**src/rtl/uart_rx_pkg.sv**
```systemverilog
// Shared types and helpers for the UART receive path.
package uart_rx_pkg;

    typedef enum logic [2:0] {
        IDLE   = 3'd0,
        START  = 3'd1,
        DATA   = 3'd2,
        PARITY = 3'd3,
        STOP   = 3'd4,
        BREAK  = 3'd5
    } rx_state_t;

    // Clock cycles per oversampling tick (integer truncation).
    function automatic int unsigned calc_div(input int unsigned clk_freq,
                                             input int unsigned baud_rate,
                                             input int unsigned oversample);
        return clk_freq / (baud_rate * oversample);
    endfunction

    // XOR over data plus parity bit; 0 means the even-parity check holds.
    function automatic logic even_parity(input logic [9:0] bits);
        return ^bits;
    endfunction

endpackage

```
**src/rtl/uart_rx_sync_fifo.sv**
```systemverilog
// Single-clock first-word-fall-through FIFO with wrap-bit pointers.
module uart_rx_sync_fifo #(
    parameter int unsigned WIDTH = 8,
    parameter int unsigned DEPTH = 16
) (
    input  logic                     clk,
    input  logic                     rst_n,
    input  logic                     push,
    input  logic [WIDTH-1:0]         wdata,
    input  logic                     pop,
    output logic [WIDTH-1:0]         rdata,
    output logic                     full,
    output logic                     empty,
    output logic [$clog2(DEPTH):0]   count
);

    localparam int unsigned AW = $clog2(DEPTH);
    localparam int unsigned CW = AW + 1;

    logic [AW:0]      wr_ptr_q;
    logic [AW:0]      rd_ptr_q;
    logic [WIDTH-1:0] mem_q [DEPTH];
    logic             do_push;
    logic             do_pop;

    assign count   = wr_ptr_q - rd_ptr_q;
    assign empty   = (wr_ptr_q == rd_ptr_q);
    assign full    = (count == CW'(DEPTH));
    assign do_pop  = pop && !empty;
    // A full FIFO still accepts a push when the head leaves in the same cycle.
    assign do_push = push && (!full || do_pop);
    assign rdata   = mem_q[rd_ptr_q[AW-1:0]];

    // Pointer update.
    always_ff @(posedge clk or negedge rst_n) begin
        if (!rst_n) begin
            wr_ptr_q <= '0;
            rd_ptr_q <= '0;
        end else begin
            if (do_push) wr_ptr_q <= wr_ptr_q + CW'(1);
            if (do_pop)  rd_ptr_q <= rd_ptr_q + CW'(1);
        end
    end

    // Storage; cleared on reset so the head reads 0 after reset.
    always_ff @(posedge clk or negedge rst_n) begin
        if (!rst_n) begin
            for (int unsigned i = 0; i < DEPTH; i++) mem_q[i] <= '0;
        end else if (do_push) begin
            mem_q[wr_ptr_q[AW-1:0]] <= wdata;
        end
    end

endmodule

```
**src/rtl/uart_rx_fifo.sv**
```systemverilog
// Oversampling UART receiver with sticky error flags and an FWFT RX FIFO.
// Optional even-parity slot: define UART_RX_PARITY_EN.
module uart_rx_fifo #(
    parameter int unsigned CLK_FREQ   = 12000000,
    parameter int unsigned BAUD_RATE  = 9600,
    parameter int unsigned OVERSAMPLE = 16,
    parameter int unsigned DATA_BITS  = 8,
    parameter int unsigned FIFO_DEPTH = 16
) (
    input  logic                          iCE_CLK,
    input  logic                          RST_N,
    input  logic                          RX,
    input  logic                          RD_EN,
    input  logic                          CLR_ERR,
    output logic [DATA_BITS-1:0]          REC_BYTE,
    output logic                          RECEIVED,
    output logic [$clog2(FIFO_DEPTH):0]   FIFO_COUNT,
    output logic                          OVERRUN,
    output logic                          FRAME_ERR,
    output logic                          PARITY_ERR
);

    import uart_rx_pkg::*;

    localparam int unsigned DIV  = calc_div(CLK_FREQ, BAUD_RATE, OVERSAMPLE);
    localparam int unsigned TC_W = (DIV > 1) ? $clog2(DIV) : 1;
    localparam int unsigned SC_W = $clog2(OVERSAMPLE);
    localparam int unsigned BC_W = $clog2(DATA_BITS);

    if (DIV < 1) begin : g_bad_div
        $error("uart_rx_fifo: CLK_FREQ/(BAUD_RATE*OVERSAMPLE) must be at least 1");
    end

    logic                 rx_meta_q;
    logic                 rx_sync_q;
    logic [TC_W-1:0]      tick_cnt_q;
    logic                 tick_c;
    rx_state_t            state_q,      state_d;
    logic [SC_W-1:0]      sample_cnt_q, sample_cnt_d;
    logic [BC_W-1:0]      bit_cnt_q,    bit_cnt_d;
    logic [DATA_BITS-1:0] shreg_q,      shreg_d;
    logic                 bit_end_c;
    logic                 push_c;
    logic                 set_ferr_c;
    logic                 drop_c;
    logic                 ovr_q;
    logic                 ferr_q;
    logic                 fifo_full;
    logic                 fifo_empty;
`ifdef UART_RX_PARITY_EN
    logic                 par_bad_q,    par_bad_d;
    logic                 set_perr_c;
    logic                 perr_q;
`endif

    // Two-flop synchroniser, idle-high reset.
    always_ff @(posedge iCE_CLK or negedge RST_N) begin
        if (!RST_N) begin
            rx_meta_q <= 1'b1;
            rx_sync_q <= 1'b1;
        end else begin
            rx_meta_q <= RX;
            rx_sync_q <= rx_meta_q;
        end
    end

    assign tick_c = (tick_cnt_q == TC_W'(DIV - 1));

    // Free-running oversampling tick divider.
    always_ff @(posedge iCE_CLK or negedge RST_N) begin
        if (!RST_N)      tick_cnt_q <= '0;
        else if (tick_c) tick_cnt_q <= '0;
        else             tick_cnt_q <= tick_cnt_q + TC_W'(1);
    end

    // Framer state and datapath registers.
    always_ff @(posedge iCE_CLK or negedge RST_N) begin
        if (!RST_N) begin
            state_q      <= IDLE;
            sample_cnt_q <= '0;
            bit_cnt_q    <= '0;
            shreg_q      <= '0;
`ifdef UART_RX_PARITY_EN
            par_bad_q    <= 1'b0;
`endif
        end else begin
            state_q      <= state_d;
            sample_cnt_q <= sample_cnt_d;
            bit_cnt_q    <= bit_cnt_d;
            shreg_q      <= shreg_d;
`ifdef UART_RX_PARITY_EN
            par_bad_q    <= par_bad_d;
`endif
        end
    end

    assign bit_end_c = tick_c && (sample_cnt_q == SC_W'(OVERSAMPLE - 1));

    // Framer next-state and per-frame strobes.
    always_comb begin
        state_d      = state_q;
        sample_cnt_d = sample_cnt_q;
        bit_cnt_d    = bit_cnt_q;
        shreg_d      = shreg_q;
        push_c       = 1'b0;
        set_ferr_c   = 1'b0;
`ifdef UART_RX_PARITY_EN
        par_bad_d    = par_bad_q;
        set_perr_c   = 1'b0;
`endif
        unique case (state_q)
            IDLE: begin
                if (!rx_sync_q) begin
                    state_d      = START;
                    sample_cnt_d = '0;
                end
            end
            START: begin
                if (tick_c) begin
                    if (sample_cnt_q == SC_W'(OVERSAMPLE / 2 - 1)) begin
                        // Mid-start-bit check rejects short glitches.
                        sample_cnt_d = '0;
                        bit_cnt_d    = '0;
                        state_d      = rx_sync_q ? IDLE : DATA;
`ifdef UART_RX_PARITY_EN
                        par_bad_d    = 1'b0;
`endif
                    end else begin
                        sample_cnt_d = sample_cnt_q + SC_W'(1);
                    end
                end
            end
            DATA: begin
                if (bit_end_c) begin
                    sample_cnt_d = '0;
                    shreg_d      = {rx_sync_q, shreg_q[DATA_BITS-1:1]};
                    bit_cnt_d    = bit_cnt_q + BC_W'(1);
                    if (bit_cnt_q == BC_W'(DATA_BITS - 1)) begin
`ifdef UART_RX_PARITY_EN
                        state_d = PARITY;
`else
                        state_d = STOP;
`endif
                    end
                end else if (tick_c) begin
                    sample_cnt_d = sample_cnt_q + SC_W'(1);
                end
            end
            PARITY: begin
`ifdef UART_RX_PARITY_EN
                if (bit_end_c) begin
                    sample_cnt_d = '0;
                    par_bad_d    = even_parity(10'({rx_sync_q, shreg_q}));
                    state_d      = STOP;
                end else if (tick_c) begin
                    sample_cnt_d = sample_cnt_q + SC_W'(1);
                end
`else
                state_d = IDLE;
`endif
            end
            STOP: begin
                if (bit_end_c) begin
                    sample_cnt_d = '0;
                    if (rx_sync_q) begin
                        state_d = IDLE;
`ifdef UART_RX_PARITY_EN
                        if (par_bad_q) set_perr_c = 1'b1;
                        else           push_c     = 1'b1;
`else
                        push_c = 1'b1;
`endif
                    end else begin
                        set_ferr_c = 1'b1;
                        state_d    = BREAK;
                    end
                end else if (tick_c) begin
                    sample_cnt_d = sample_cnt_q + SC_W'(1);
                end
            end
            BREAK: begin
                if (rx_sync_q) state_d = IDLE;
            end
            default: state_d = IDLE;
        endcase
    end

    // A full FIFO drops the byte unless the head is popped in the same cycle.
    assign drop_c = push_c && fifo_full && !RD_EN;

    // Sticky error flags; a new error beats a simultaneous clear.
    always_ff @(posedge iCE_CLK or negedge RST_N) begin
        if (!RST_N) begin
            ovr_q  <= 1'b0;
            ferr_q <= 1'b0;
        end else begin
            if (drop_c)        ovr_q  <= 1'b1;
            else if (CLR_ERR)  ovr_q  <= 1'b0;
            if (set_ferr_c)    ferr_q <= 1'b1;
            else if (CLR_ERR)  ferr_q <= 1'b0;
        end
    end

`ifdef UART_RX_PARITY_EN
    // Sticky parity error flag.
    always_ff @(posedge iCE_CLK or negedge RST_N) begin
        if (!RST_N)          perr_q <= 1'b0;
        else if (set_perr_c) perr_q <= 1'b1;
        else if (CLR_ERR)    perr_q <= 1'b0;
    end
    assign PARITY_ERR = perr_q;
`else
    assign PARITY_ERR = 1'b0;
`endif

    uart_rx_sync_fifo #(
        .WIDTH (DATA_BITS),
        .DEPTH (FIFO_DEPTH)
    ) u_fifo (
        .clk   (iCE_CLK),
        .rst_n (RST_N),
        .push  (push_c),
        .wdata (shreg_q),
        .pop   (RD_EN),
        .rdata (REC_BYTE),
        .full  (fifo_full),
        .empty (fifo_empty),
        .count (FIFO_COUNT)
    );

    assign RECEIVED  = !fifo_empty;
    assign OVERRUN   = ovr_q;
    assign FRAME_ERR = ferr_q;

endmodule

```
**config.mk**
```make
export PLATFORM = sky130hd
export DESIGN_NAME = uart_rx_fifo
export DESIGN_NICKNAME = d
export VERILOG_FILES = /design/src/rtl/uart_rx_pkg.sv /design/src/rtl/uart_rx_sync_fifo.sv /design/src/rtl/uart_rx_fifo.sv
export SDC_FILE = /design/constraint.sdc
export NUM_CORES = 1
export LEC_CHECK = 0
export BUFFER_PORTS_ARGS = -buffer_cell sky130_fd_sc_hd__buf_2
export CAP_MARGIN = 20
export CORE_ASPECT_RATIO = 0.6
export CORE_MARGIN = 2
export CORE_UTILIZATION = 40
export DETAILED_ROUTE_END_ITERATION = 16
export GPL_ROUTABILITY_DRIVEN = 0
export PLACE_DENSITY = 0.64
export SYNTH_ARGS = -nofsm -noshare
export SYNTH_HDL_FRONTEND = slang
export SYNTH_SLANG_ARGS = --single-unit
```
**constraint.sdc**
```tcl
create_clock -name iCE_CLK -period 3.9 [get_ports iCE_CLK]
set_clock_uncertainty 0.1 [all_clocks]
set_input_delay 0.78 -clock iCE_CLK [delete_from_list [all_inputs] [get_ports iCE_CLK]]
set_output_delay 0.78 -clock iCE_CLK [all_outputs]
set_load 0.01 [all_outputs]
```
==> metrics.txt, run 1 <==
# TYPE chip_impl_metric gauge
chip_impl_info{name="run_status",value="complete, no violations"} 1
chip_impl_metric{name="cts-buffers-inserted",unit=""} 17
chip_impl_info{name="hold_class",value="reg2reg"} 1
chip_impl_metric{name="critPathRequiredTime",unit="ns"} 4.09
chip_impl_metric{name="synth_cells",unit=""} 635
chip_impl_metric{name="worst-path-max-fanout",unit=""} 32
chip_impl_metric{name="final_net_count",unit=""} 667
chip_impl_metric{name="ant_nets_after_route",unit=""} 0
chip_impl_metric{name="grt_start_max_net_pins",unit=""} 90
chip_impl_metric{name="fraction_of_final_layout_cells_sized_beyond_drive_strength_1",unit="%"} 18.79
chip_impl_metric{name="rows",unit=""} 39
chip_impl_metric{name="num_vias",unit=""} 5822
chip_impl_metric{name="tightest_slew",unit="ns"} 0.8405
chip_impl_metric{name="port_buffers",unit=""} 20
chip_impl_metric{name="leakagePower",unit="uW"} 0.003682
chip_impl_metric{name="wl_per_cell",unit="um"} 24.19
chip_impl_metric{name="area.sequential",unit="sq um"} 4183
chip_impl_info{name="cts_root_buf",value="clkbuf_16"} 1
chip_impl_metric{name="die_y",unit="um"} 113.4
chip_impl_metric{name="ys.warnings.count",unit=""} 0
chip_impl_metric{name="yosysUniqueCellTypes",unit=""} 54
chip_impl_metric{name="number_of_hold_buffers_added_after_cts",unit=""} 0
chip_impl_metric{name="synth_seq_area_share",unit="%"} 52.40
chip_impl_metric{name="worst_skew_pair.late_latency",unit="ns"} 0.43
chip_impl_metric{name="worstPathArrival",unit="ns"} 3.67
chip_impl_metric{name="final.min_clock_period",unit="ns"} 3.471
chip_impl_metric{name="setup_slack_at_placement",unit="ns"} 0.5277
chip_impl_metric{name="timing.final.hold_violations",unit=""} 0
chip_impl_metric{name="placeableCoreArea",unit="sq um"} 19270
chip_impl_metric{name="ys_ff_latch",unit=""} 167
chip_impl_metric{name="grt_antenna_before_repair",unit=""} 0
chip_impl_metric{name="syn2layout_area_growth",unit="%"} 11.82
chip_impl_metric{name="post_drt_via_cell_ratio",unit=""} 6.287
chip_impl_metric{name="finalWorstSetupSlack",unit="ns"} 0.4286
chip_impl_info{name="ys_dominant_reg_cell",value="dfrtp_1"} 1
chip_impl_info{name="setup.worst_path.class",value="reg2reg"} 1
chip_impl_metric{name="post-dp-hpwl",unit="um"} 15350
chip_impl_metric{name="drt_pass1_iterations",unit=""} 5
chip_impl_metric{name="design.die.area",unit="sq um"} 21130
chip_impl_metric{name="setup_tns",unit="ns"} 0
chip_impl_metric{name="clkSlewWorstSetupHoldPaths",unit="ns"} 0.07
chip_impl_metric{name="io_pins",unit=""} 22
chip_impl_metric{name="post_cts_buffers",unit=""} 0
chip_impl_metric{name="drt_iter0_drc",unit=""} 648
chip_impl_metric{name="max-cap-violations",unit=""} 0
chip_impl_metric{name="maxSlewViolCount",unit=""} 0
chip_impl_metric{name="timing.max_slew.rel_slack",unit="%"} 43.97
chip_impl_metric{name="vdd_ir_drop_max",unit="mV"} 0.3194
chip_impl_metric{name="first_global_vias",unit=""} 5836
chip_impl_info{name="startpoint_type",value="flip-flop"} 1
chip_impl_metric{name="final_design_area_no_fill",unit="sq um"} 8924
chip_impl_metric{name="aggregate_global_routing_overflow",unit=""} 0
chip_impl_metric{name="grt_first_pass_wirelength",unit="um"} 35580
chip_impl_metric{name="fin_crit_sh",unit="%"} 89.01
chip_impl_metric{name="route.final.wire_length",unit="um"} 22400
chip_impl_metric{name="clock.fmax",unit="GHz"} 0.2881
chip_impl_metric{name="level_count_of_the_clock_h_tree",unit=""} 4
chip_impl_metric{name="number_of_inserted_diodes",unit=""} 0
chip_impl_info{name="cts_tree",value="built"} 1
chip_impl_metric{name="count_of_fill_cells_added_during_filler_insertion",unit=""} 1675
chip_impl_metric{name="synth_area_per_cell",unit="sq um"} 12.57
chip_impl_metric{name="multi_input_comb_area",unit="sq um"} 3528
chip_impl_metric{name="deepest_clock_path_buffer_count",unit=""} 2
chip_impl_metric{name="synthesis.nets",unit=""} 655
chip_impl_metric{name="placement.cell_area",unit="sq um"} 8320
chip_impl_metric{name="groute.usage.overall",unit="%"} 22.20
chip_impl_metric{name="power.density",unit="nW/um^2"} 505.3
chip_impl_metric{name="fraction_of_registers_with_async_set_or_reset_after_synthesis",unit="%"} 100.0
chip_impl_metric{name="initial_utilization",unit="%"} 41.40
chip_impl_metric{name="chipWidth",unit="um"} 186.3
chip_impl_metric{name="residual_drc_count",unit=""} 0
chip_impl_info{name="grt_setup_unrepaired",value="no"} 1
chip_impl_metric{name="mappedNetlistArea",unit="sq um"} 7980
chip_impl_info{name="critPathCaptureType",value="flip-flop"} 1
chip_impl_metric{name="cts_sink_count",unit=""} 167
chip_impl_metric{name="number_of_flops_mapped_to_enable_cells_by_yosys",unit=""} 0
chip_impl_metric{name="cts_repair_resize_count",unit=""} 0
chip_impl_metric{name="setup-violations-final",unit=""} 0
synthesized netlist by cell type, types with 2 or more instances:
library cell  count  area, sq um
xor2_1            5        43.79
nand4_4           8        170.2
o21ai_0           8        40.04
buf_1             3        11.26
clkinv_1          2        7.510
nand3_1          13        65.06
buf_4             3        22.52
a32o_1            2        20.02
nor2_1           12        45.04
mux2i_1           2        20.02
nand4_2           8        100.1
nor2b_1           2        12.51
o2bb2ai_2         2        30.03
and2_1            4        25.02
dfrtp_1         165         4129
dfstp_2           2        52.55
clkbuf_1         15        56.30
nor3_1            2        10.01
mux2_2            2        22.52
inv_1            12        45.04
and3_1           12        75.07
buf_6             2        22.52
nand4_1           4        25.02
xnor2_1          12        105.1
a22o_1            2        17.52
a211o_1           2        17.52
mux4_2           32        720.7
nand2b_1          4        25.02
a31oi_1           8        50.05
ha_1             14        175.2
buf_2            17        85.08
o2bb2ai_1       126         1104
o41ai_1           2        17.52
a21oi_1           7        35.03
nand2_1         100        375.4
worst paths after layout:
kind | startpoint | end | slack, ns | cells past startpoint
setup / recovery | u_fifo.rd_ptr_q[2] | u_fifo.mem_q[60] | 0.43 | 9
hold / removal | rx_meta_q | rx_sync_q | 0.26 | 0
setup reg to reg | u_fifo.rd_ptr_q[2] | u_fifo.mem_q[60] | 0.43 | 9
hold reg to reg | rx_meta_q | rx_sync_q | 0.26 | 0
max in group asynchronous | RST_N | u_fifo.mem_q[95] | 2.42 | 2
min in group asynchronous | RST_N | tick_cnt_q[1] | 0.32 | 1
kinds of logic after synthesis:
family	synth area share [%]
DFF	52.40
muxes	9.564
xor gates and xnor gates	1.866
adders and majority gates	2.446
buffers and inverters	3.387
and+or+nand+nor	12.70
other	0.04699
AOI/OAI and AO/OA	17.59
critical path: stages, from the launching register on:
cell and delay, ns:
dfrtp_1 0.35, clkinv_1 0.36, ha_1 0.51, a21oi_1 0.18, nand2_1 0.09, xor2_1 0.17
or4b_1 0.81, nand4b_1 0.21, buf_4 0.37, o2bb2ai_1 0.15
registers in the layout (all words and copies together), names as in the netlist:
name and flops:
u_fifo.mem_q 128, shreg_q 8, tick_cnt_q 7, u_fifo.rd_ptr_q 5
u_fifo.wr_ptr_q 5, sample_cnt_q 4, bit_cnt_q 3, state_q 3
FRAME_ERR 1, OVERRUN 1, rx_meta_q 1, rx_sync_q 1
area by class of cell:
type | instances | area share (%)
clock buffer | 18 | 4.809
sequential | 167 | 46.87
tap | 266 | 3.730
timing repair buffer | 34 | 2.510
multi-input combinational | 413 | 39.54
inverter | 14 | 0.5889
clock inverter | 14 | 1.949
through the flow:
step	hold slack (ns)	util, %	total power (uW)	instances
4_1_cts	0.2635	46.30	4529	926
3_3_place_gp	0.2508	43.17	2778	894
5_1_grt	0.2652	46.30	4676	926
3_5_place_dp	0.2541	43.17	2792	894
6_report	0.2621	46.30	4509	926
2_1_floorplan	0.2452	-	2447	635
where the power goes:
part | internal, uW | switching (uW) | total [uW]
Combinational | 351 | 627 | 978
Clock | 1010 | 735 | 1750
Sequential | 1760 | 21.3 | 1780
placed cells by master (no fill, tap or decap), types with 7 or more instances in the layout:
master	n
mux4_2	32
a31oi_1	8
a21oi_1	7
o21ai_0	8
buf_2	19
o2bb2ai_1	126
dfrtp_1	164
nand3_1	13
buf_4	13
nand4_2	8
ha_1	14
nand4_4	8
and3_1	12
xnor2_1	12
nor2_1	12
nand2_1	100
inv_1	12
clkbuf_16	17
metal layers:
metal | wire length [um] | vias to the layer above | GRT usage [%] | share of wire [%]
li1 | - | 2435 | - | -
met3 | 2392 | 35 | 6.185 | 11
met4 | 406 | 0 | 6.453 | 1.8
met1 | 10340 | 3016 | 33.77 | 46
met5 | 0 | - | 0 | 0
met2 | 9260 | 336 | 30.75 | 41
(Power assumes the default switching activity.)
==> inputs of run 2 (changes only) <==
--- a/config.mk
+++ b/config.mk
@@ -8,10 +8,11 @@
 export BUFFER_PORTS_ARGS = -buffer_cell sky130_fd_sc_hd__buf_2
 export CAP_MARGIN = 20
 export CORE_ASPECT_RATIO = 0.6
-export CORE_MARGIN = 2
+export CORE_MARGIN = 3
 export CORE_UTILIZATION = 40
 export DETAILED_ROUTE_END_ITERATION = 16
 export GPL_ROUTABILITY_DRIVEN = 0
+export MAX_ROUTING_LAYER = met4
 export PLACE_DENSITY = 0.64
 export SYNTH_ARGS = -nofsm -noshare
 export SYNTH_HDL_FRONTEND = slang
==> run 2 against run 1 <==
Net effect: final area up 0.32%; core utilization up 0.15 points; total power up 1.3%; largest cell class unchanged.
==> metrics.txt, run 2 (synthesized netlist as in run 1, its figures left out) <==
# TYPE chip_impl_metric gauge
chip_impl_metric{name="wl_per_cell",unit="um"} 23.40
chip_impl_metric{name="leakagePower",unit="uW"} 0.003696
chip_impl_metric{name="initial_utilization",unit="%"} 41.40
chip_impl_metric{name="drt_iter0_drc",unit=""} 629
chip_impl_metric{name="number_of_hold_buffers_added_after_cts",unit=""} 0
chip_impl_info{name="hold_class",value="reg2reg"} 1
chip_impl_info{name="max_stage_delay_cell_worst_path",value="or4b_1"} 1
chip_impl_metric{name="number_of_inserted_diodes",unit=""} 0
chip_impl_metric{name="aggregate_global_routing_overflow",unit=""} 0
chip_impl_info{name="timing.critical_path.max_delay_family",value="simple AND/OR/NAND/NOR gates"} 1
chip_impl_metric{name="cts_repair_resize_count",unit=""} 0
chip_impl_metric{name="power.density",unit="nW/um^2"} 510.3
chip_impl_info{name="mostFrequentLayoutCell",value="dfrtp_1"} 1
chip_impl_metric{name="placeableCoreArea",unit="sq um"} 19270
chip_impl_metric{name="fraction_of_final_layout_cells_sized_beyond_drive_strength_1",unit="%"} 18.24
chip_impl_info{name="critical_path.cell_chain",value="inv_1, ha_1, fa_1, nand2b_1, a21oi_1, xnor2_1, or4b_1, nand3_1, buf_4, o2bb2ai_1"} 1
chip_impl_info{name="critPathCaptureType",value="flip-flop"} 1
chip_impl_info{name="run_status",value="complete, no violations"} 1
chip_impl_metric{name="critPathRequiredTime",unit="ns"} 4.09
chip_impl_metric{name="cpPeakStageDelay",unit="ns"} 0.88
chip_impl_metric{name="timing.max_slew.rel_slack",unit="%"} 41.78
chip_impl_metric{name="post_layout_nonfiller_instances",unit=""} 924
chip_impl_metric{name="cts_sink_count",unit=""} 167
chip_impl_metric{name="worstPathArrival",unit="ns"} 3.77
chip_impl_metric{name="cts-buffers-inserted",unit=""} 17
chip_impl_metric{name="post_drt_via_cell_ratio",unit=""} 6.098
chip_impl_metric{name="vdd_ir_drop_max",unit="mV"} 0.3252
chip_impl_metric{name="grt_start_max_net_pins",unit=""} 95
chip_impl_metric{name="clock.fmax",unit="GHz"} 0.2790
chip_impl_metric{name="ff2ff_setup_slack",unit="ns"} 0.32
chip_impl_metric{name="cp.depth",unit=""} 10
chip_impl_metric{name="dr_wl_met2",unit="um"} 8541
chip_impl_info{name="largest_register",value="u_fifo.mem_q"} 1
chip_impl_info{name="cts_root_buf",value="clkbuf_16"} 1
chip_impl_metric{name="route.final.wire_length",unit="um"} 21620
chip_impl_metric{name="post_cts_buffers",unit=""} 0
chip_impl_metric{name="count_of_fill_cells_added_during_filler_insertion",unit=""} 1694
chip_impl_metric{name="met1Wirelength",unit="um"} 10550
chip_impl_metric{name="fin_crit_sh",unit="%"} 91.89
chip_impl_metric{name="whs",unit="ns"} 0.2559
chip_impl_metric{name="final.min_clock_period",unit="ns"} 3.584
chip_impl_metric{name="io_pins",unit=""} 22
chip_impl_metric{name="depth_of_the_worst_register_to_register_path",unit=""} 10
chip_impl_metric{name="met3_wirelength",unit="um"} 2401
chip_impl_metric{name="final_net_count",unit=""} 665
chip_impl_metric{name="maxSlewViolCount",unit=""} 0
chip_impl_metric{name="largest_reg_flops",unit=""} 128
chip_impl_metric{name="setup-violations-final",unit=""} 0
chip_impl_metric{name="port_buffers",unit=""} 20
chip_impl_info{name="reg_top3",value="u_fifo.mem_q: 128 flops, shreg_q: 8 flops, tick_cnt_q: 7 flops"} 1
chip_impl_metric{name="residual_drc_count",unit=""} 0
chip_impl_metric{name="tightest_slew",unit="ns"} 0.8733
chip_impl_metric{name="deepest_clock_path_buffer_count",unit=""} 2
chip_impl_metric{name="drt_pass1_iterations",unit=""} 8
chip_impl_metric{name="worst-path-max-fanout",unit=""} 32
chip_impl_metric{name="design.die.area",unit="sq um"} 21740
chip_impl_metric{name="place.detailed.instances",unit=""} 892
chip_impl_metric{name="post-dp-hpwl",unit="um"} 15080
chip_impl_info{name="cts_tree",value="built"} 1
chip_impl_info{name="startpoint_type",value="flip-flop"} 1
chip_impl_metric{name="groute.usage.overall",unit="%"} 21.51
chip_impl_metric{name="setup_tns",unit="ns"} 0
chip_impl_metric{name="ant_nets_after_route",unit=""} 0
chip_impl_metric{name="first_global_vias",unit=""} 5601
chip_impl_metric{name="grt_first_pass_wirelength",unit="um"} 34230
chip_impl_info{name="routed.top_layer",value="met4"} 1
chip_impl_metric{name="rows",unit=""} 39
chip_impl_info{name="setup.worst_path.class",value="reg2reg"} 1
chip_impl_metric{name="chipWidth",unit="um"} 188.3
chip_impl_info{name="layout_common_cells",value="164 x dfrtp_1, 126 x o2bb2ai_1, 100 x nand2_1, 32 x mux4_2, 19 x buf_2"} 1
chip_impl_metric{name="clkSlewWorstSetupHoldPaths",unit="ns"} 0.07
chip_impl_metric{name="wp_buf_inv",unit=""} 2
chip_impl_metric{name="num_vias",unit=""} 5635
chip_impl_metric{name="grt_antenna_before_repair",unit=""} 0
chip_impl_metric{name="die_y",unit="um"} 115.4
chip_impl_metric{name="max-cap-violations",unit=""} 0
chip_impl_metric{name="timing.final.hold_violations",unit=""} 0
chip_impl_metric{name="syn2layout_area_growth",unit="%"} 12.18
chip_impl_metric{name="worst_skew_pair.late_latency",unit="ns"} 0.43
chip_impl_metric{name="placement.cell_area",unit="sq um"} 8305
chip_impl_metric{name="final_design_area_no_fill",unit="sq um"} 8952
chip_impl_info{name="grt_setup_unrepaired",value="no"} 1
chip_impl_metric{name="whs_path_depth",unit=""} 0
chip_impl_metric{name="level_count_of_the_clock_h_tree",unit=""} 4
[run 2: where the power goes]
group | leakage, uW | switching [uW] | internal [uW]
Sequential | 0.00230 | 39.3 | 1760
Clock | 0.000308 | 724 | 1160
Combinational | 0.00109 | 550 | 335
Total | 0.00370 | 1310 | 3250
[run 2: final timing paths]
kind	startpoint	endpoint
hold / removal	rx_meta_q	rx_sync_q
max in group asynchronous	RST_N	rx_meta_q
hold reg to reg	rx_meta_q	rx_sync_q
min in group asynchronous	RST_N	u_fifo.mem_q[127]
setup / recovery	u_fifo.wr_ptr_q[0]	u_fifo.mem_q[98]
setup reg to reg	u_fifo.wr_ptr_q[0]	u_fifo.mem_q[98]
[run 2: cell type report]
class | count | area, sq um | share of cell area, %
clock buffer | 21 | 450.4 | 5.031
clock inverter | 11 | 196.4 | 2.194
inverter | 14 | 52.55 | 0.5870
multi-input combinational | 413 | 3528 | 39.41
sequential | 167 | 4183 | 46.72
tap | 266 | 332.8 | 3.718
timing repair buffer | 32 | 209.0 | 2.334
[run 2: metrics by stage]
stage | setup slack (ns) | total power [uW] | utilization, %
after floorplan | 0.4116 | 2447 | -
after global placement | 0.5945 | 2698 | 43.09
after detailed placement | 0.3652 | 2725 | 43.09
after CTS | 0.3306 | 4584 | 46.45
after global routing | 0.1348 | 4732 | 46.45
final | 0.3162 | 4568 | 46.45
[run 2: routing by layer]
layer	up-vias	track usage (%)
met1	2937	32.75
met2	240	27.02
li1	2446	-
met4	0	4.412
met5	-	-
met3	12	7.890
[run 2: worst register-to-register path: stages (launching register included)]
cell and delay [ns]:
dfrtp_1 0.43, inv_1 0.12, ha_1 0.22, fa_1 0.41, nand2b_1 0.17, a21oi_1 0.21, xnor2_1 0.14, or4b_1 0.88
nand3_1 0.20, buf_4 0.38, o2bb2ai_1 0.19
==> inputs of run 3 (changes only) <==
--- a/config.mk
+++ b/config.mk
@@ -7,13 +7,15 @@
 export LEC_CHECK = 0
 export BUFFER_PORTS_ARGS = -buffer_cell sky130_fd_sc_hd__buf_2
 export CAP_MARGIN = 20
-export CORE_ASPECT_RATIO = 0.6
+export CELL_PAD_IN_SITES_DETAIL_PLACEMENT = 1
+export CELL_PAD_IN_SITES_GLOBAL_PLACEMENT = 2
+export CORE_ASPECT_RATIO = 0.9
 export CORE_MARGIN = 3
 export CORE_UTILIZATION = 40
 export DETAILED_ROUTE_END_ITERATION = 16
 export GPL_ROUTABILITY_DRIVEN = 0
 export MAX_ROUTING_LAYER = met4
-export PLACE_DENSITY = 0.64
+export PLACE_DENSITY = 0.82
 export SYNTH_ARGS = -nofsm -noshare
 export SYNTH_HDL_FRONTEND = slang
 export SYNTH_SLANG_ARGS = --single-unit
==> run 3 against run 2 <==
Net effect: register-to-register slack improved by 0.08 ns; die area fell by 0.25%; global-route usage fell by 0.30 points; highest routed layer unchanged; clock power fell by 8%; cell count fell by 1.6%; critical path type unchanged; count of clock-buffer cells in the layout fell by 3; core utilization fell by 0.65 points; routed wire length fell by 2.2%; maximum frequency rose by 2.3%.
==> metrics.txt, run 3 (synthesized netlist as in run 1, its figures left out) <==
# TYPE chip_impl_metric gauge
chip_impl_info{name="run_status",value="complete, no violations"} 1
chip_impl_metric{name="io_pins",unit=""} 22
chip_impl_metric{name="final.min_clock_period",unit="ns"} 3.503
chip_impl_metric{name="groute.usage.overall",unit="%"} 21.21
chip_impl_metric{name="post-dp-hpwl",unit="um"} 14660
chip_impl_metric{name="rows",unit=""} 48
chip_impl_metric{name="vdd_ir_drop_max",unit="mV"} 0.3337
chip_impl_metric{name="syn2layout_area_growth",unit="%"} 11.32
chip_impl_metric{name="level_count_of_the_clock_h_tree",unit=""} 4
chip_impl_metric{name="wl_per_cell",unit="um"} 23.25
chip_impl_info{name="critPathCaptureType",value="flip-flop"} 1
chip_impl_metric{name="timing.max_slew.rel_slack",unit="%"} 40.70
chip_impl_info{name="critical_path.cell_chain",value="inv_1, ha_1, fa_1, nand2b_1, a21oi_1, xnor2_1, or4b_1, nand4b_1, buf_4, o2bb2ai_1"} 1
chip_impl_metric{name="maxSlewViolCount",unit=""} 0
chip_impl_metric{name="grt_antenna_before_repair",unit=""} 0
chip_impl_metric{name="critPathRequiredTime",unit="ns"} 4.11
chip_impl_info{name="cts_root_buf",value="clkbuf_16"} 1
chip_impl_metric{name="chipWidth",unit="um"} 154.9
chip_impl_info{name="startpoint_of_the_most_critical_register_to_register_path",value="u_fifo.wr_ptr_q[0]"} 1
chip_impl_metric{name="grt_util_met2",unit="%"} 31.57
chip_impl_metric{name="cpPeakStageDelay",unit="ns"} 0.83
chip_impl_metric{name="design.die.area",unit="sq um"} 21680
chip_impl_metric{name="first_global_vias",unit=""} 5859
chip_impl_metric{name="number_of_inserted_diodes",unit=""} 0
chip_impl_info{name="setup.worst_path.class",value="reg2reg"} 1
chip_impl_metric{name="grt_start_max_net_pins",unit=""} 91
chip_impl_metric{name="clkSlewWorstSetupHoldPaths",unit="ns"} 0.07
chip_impl_metric{name="port_buffers",unit=""} 20
chip_impl_metric{name="post_cts_buffers",unit=""} 0
chip_impl_info{name="critPathLaunch",value="u_fifo.wr_ptr_q[0]"} 1
chip_impl_metric{name="initial_utilization",unit="%"} 41.14
chip_impl_info{name="startpoint_type",value="flip-flop"} 1
chip_impl_info{name="grt_setup_unrepaired",value="no"} 1
chip_impl_metric{name="ant_nets_after_route",unit=""} 0
chip_impl_info{name="largest_register",value="u_fifo.mem_q"} 1
chip_impl_metric{name="post_drt_via_cell_ratio",unit=""} 6.092
chip_impl_metric{name="placement.cell_area",unit="sq um"} 8280
chip_impl_metric{name="setup_tns",unit="ns"} 0
chip_impl_info{name="layout_common_cells",value="164 x dfrtp_1, 126 x o2bb2ai_1, 100 x nand2_1, 32 x mux4_2, 19 x buf_2"} 1
chip_impl_metric{name="finalWorstSetupSlack",unit="ns"} 0.3967
chip_impl_metric{name="cts_sink_count",unit=""} 167
chip_impl_info{name="mostFrequentLayoutCell",value="dfrtp_1"} 1
chip_impl_metric{name="groute.layer.met3.usage",unit="%"} 4.788
chip_impl_metric{name="number_of_hold_buffers_added_after_cts",unit=""} 0
chip_impl_metric{name="cts_repair_resize_count",unit=""} 0
chip_impl_metric{name="met1_grt_util",unit="%"} 30.08
chip_impl_info{name="global_route.peak_usage_layer",value="met2"} 1
chip_impl_info{name="reg_top3",value="u_fifo.mem_q: 128 flops, shreg_q: 8 flops, tick_cnt_q: 7 flops"} 1
chip_impl_metric{name="max-cap-violations",unit=""} 0
chip_impl_metric{name="cts-buffers-inserted",unit=""} 17
chip_impl_metric{name="route.final.wire_length",unit="um"} 21140
chip_impl_metric{name="power.density",unit="nW/um^2"} 497.8
chip_impl_metric{name="leakagePower",unit="uW"} 0.003680
chip_impl_info{name="cts_tree",value="built"} 1
chip_impl_metric{name="num_vias",unit=""} 5538
chip_impl_metric{name="die_y",unit="um"} 140.0
chip_impl_metric{name="ff2ff_setup_slack",unit="ns"} 0.40
chip_impl_metric{name="placeableCoreArea",unit="sq um"} 19400
chip_impl_metric{name="worst-path-max-fanout",unit=""} 32
chip_impl_metric{name="deepest_clock_path_buffer_count",unit=""} 2
chip_impl_metric{name="aggregate_global_routing_overflow",unit=""} 0
chip_impl_metric{name="clock.fmax",unit="GHz"} 0.2854
chip_impl_metric{name="residual_drc_count",unit=""} 0
chip_impl_metric{name="final_design_area_no_fill",unit="sq um"} 8884
chip_impl_metric{name="grt_first_pass_wirelength",unit="um"} 35090
chip_impl_metric{name="timing.final.hold_violations",unit=""} 0
chip_impl_metric{name="final_net_count",unit=""} 666
chip_impl_metric{name="tightest_slew",unit="ns"} 0.8876
chip_impl_metric{name="fraction_of_final_layout_cells_sized_beyond_drive_strength_1",unit="%"} 18.82
chip_impl_info{name="hold_class",value="in2async"} 1
chip_impl_metric{name="worst_skew_pair.late_latency",unit="ns"} 0.44
chip_impl_metric{name="drt_pass1_iterations",unit=""} 5
chip_impl_metric{name="setup_slack_at_placement",unit="ns"} 0.4597
chip_impl_info{name="max_stage_delay_cell_worst_path",value="or4b_1"} 1
chip_impl_metric{name="fin_crit_sh",unit="%"} 89.83
chip_impl_metric{name="drt_iter0_drc",unit=""} 334
chip_impl_metric{name="count_of_fill_cells_added_during_filler_insertion",unit=""} 2010
chip_impl_metric{name="setup-violations-final",unit=""} 0
chip_impl_metric{name="worstPathArrival",unit="ns"} 3.71
chip_impl_metric{name="largest_reg_flops",unit=""} 128
## run 3: routing by layer
metal  vias up  routed length [um]  part of all wire [%]
li1       2435                   -                     -
met4         0                 256                   1.2
met1      2958               10030                    47
met2       126                9936                    47
met3        19                 911                   4.3
met5         -                   0                     0
## run 3: final timing paths
| kind | to | cells past startpoint |
|---|---|---|
| setup / recovery | u_fifo.mem_q[58] | 10 |
| hold / removal | u_fifo.rd_ptr_q[2] | 1 |
| setup reg to reg | u_fifo.mem_q[58] | 10 |
| hold reg to reg | rx_sync_q | 0 |
| max in group asynchronous | u_fifo.mem_q[108] | 2 |
| min in group iCE_CLK | rx_sync_q | 0 |
## run 3: final cells by class
class	count	area [sq um]	area share [%]
Tap cell	250	312.8	3.521
Sequential cell	167	4183	47.08
Clock buffer	18	439.2	4.944
Inverter	14	52.55	0.5915
Timing Repair Buffer	33	203.9	2.296
Multi-Input combinational cell	413	3528	39.72
Clock inverter	14	163.9	1.845
## run 3: stage by stage
stage	utilization (%)	hold WS (ns)	power, uW	instances
global placement	42.69	0.2468	2715	877
floorplan	-	0.2452	2447	635
global route	45.79	0.2606	4627	909
CTS	45.79	0.2588	4473	909
detailed placement	42.69	0.2487	2740	877
finish	45.79	0.2538	4422	909
## run 3: worst max-delay path: cells and delay by family, from the launching register on
family	cells	cell delay (ns)
xor+xnor	1	0.13
fa+ha+maj	2	0.65
simple gates	3	1.21
flops	1	0.44
compound gates	2	0.32
buf+inv	2	0.51
## run 3: power breakdown
| group | internal [uW] | total (uW) | switching, uW | leakage, uW |
|---|---|---|---|---|
| Clock | 977 | 1730 | 749 | 0.000291 |
| Sequential | 1760 | 1800 | 40.6 | 0.00230 |
| Combinational | 336 | 895 | 559 | 0.00109 |
| Total | 3070 | 4420 | 1350 | 0.00368 |
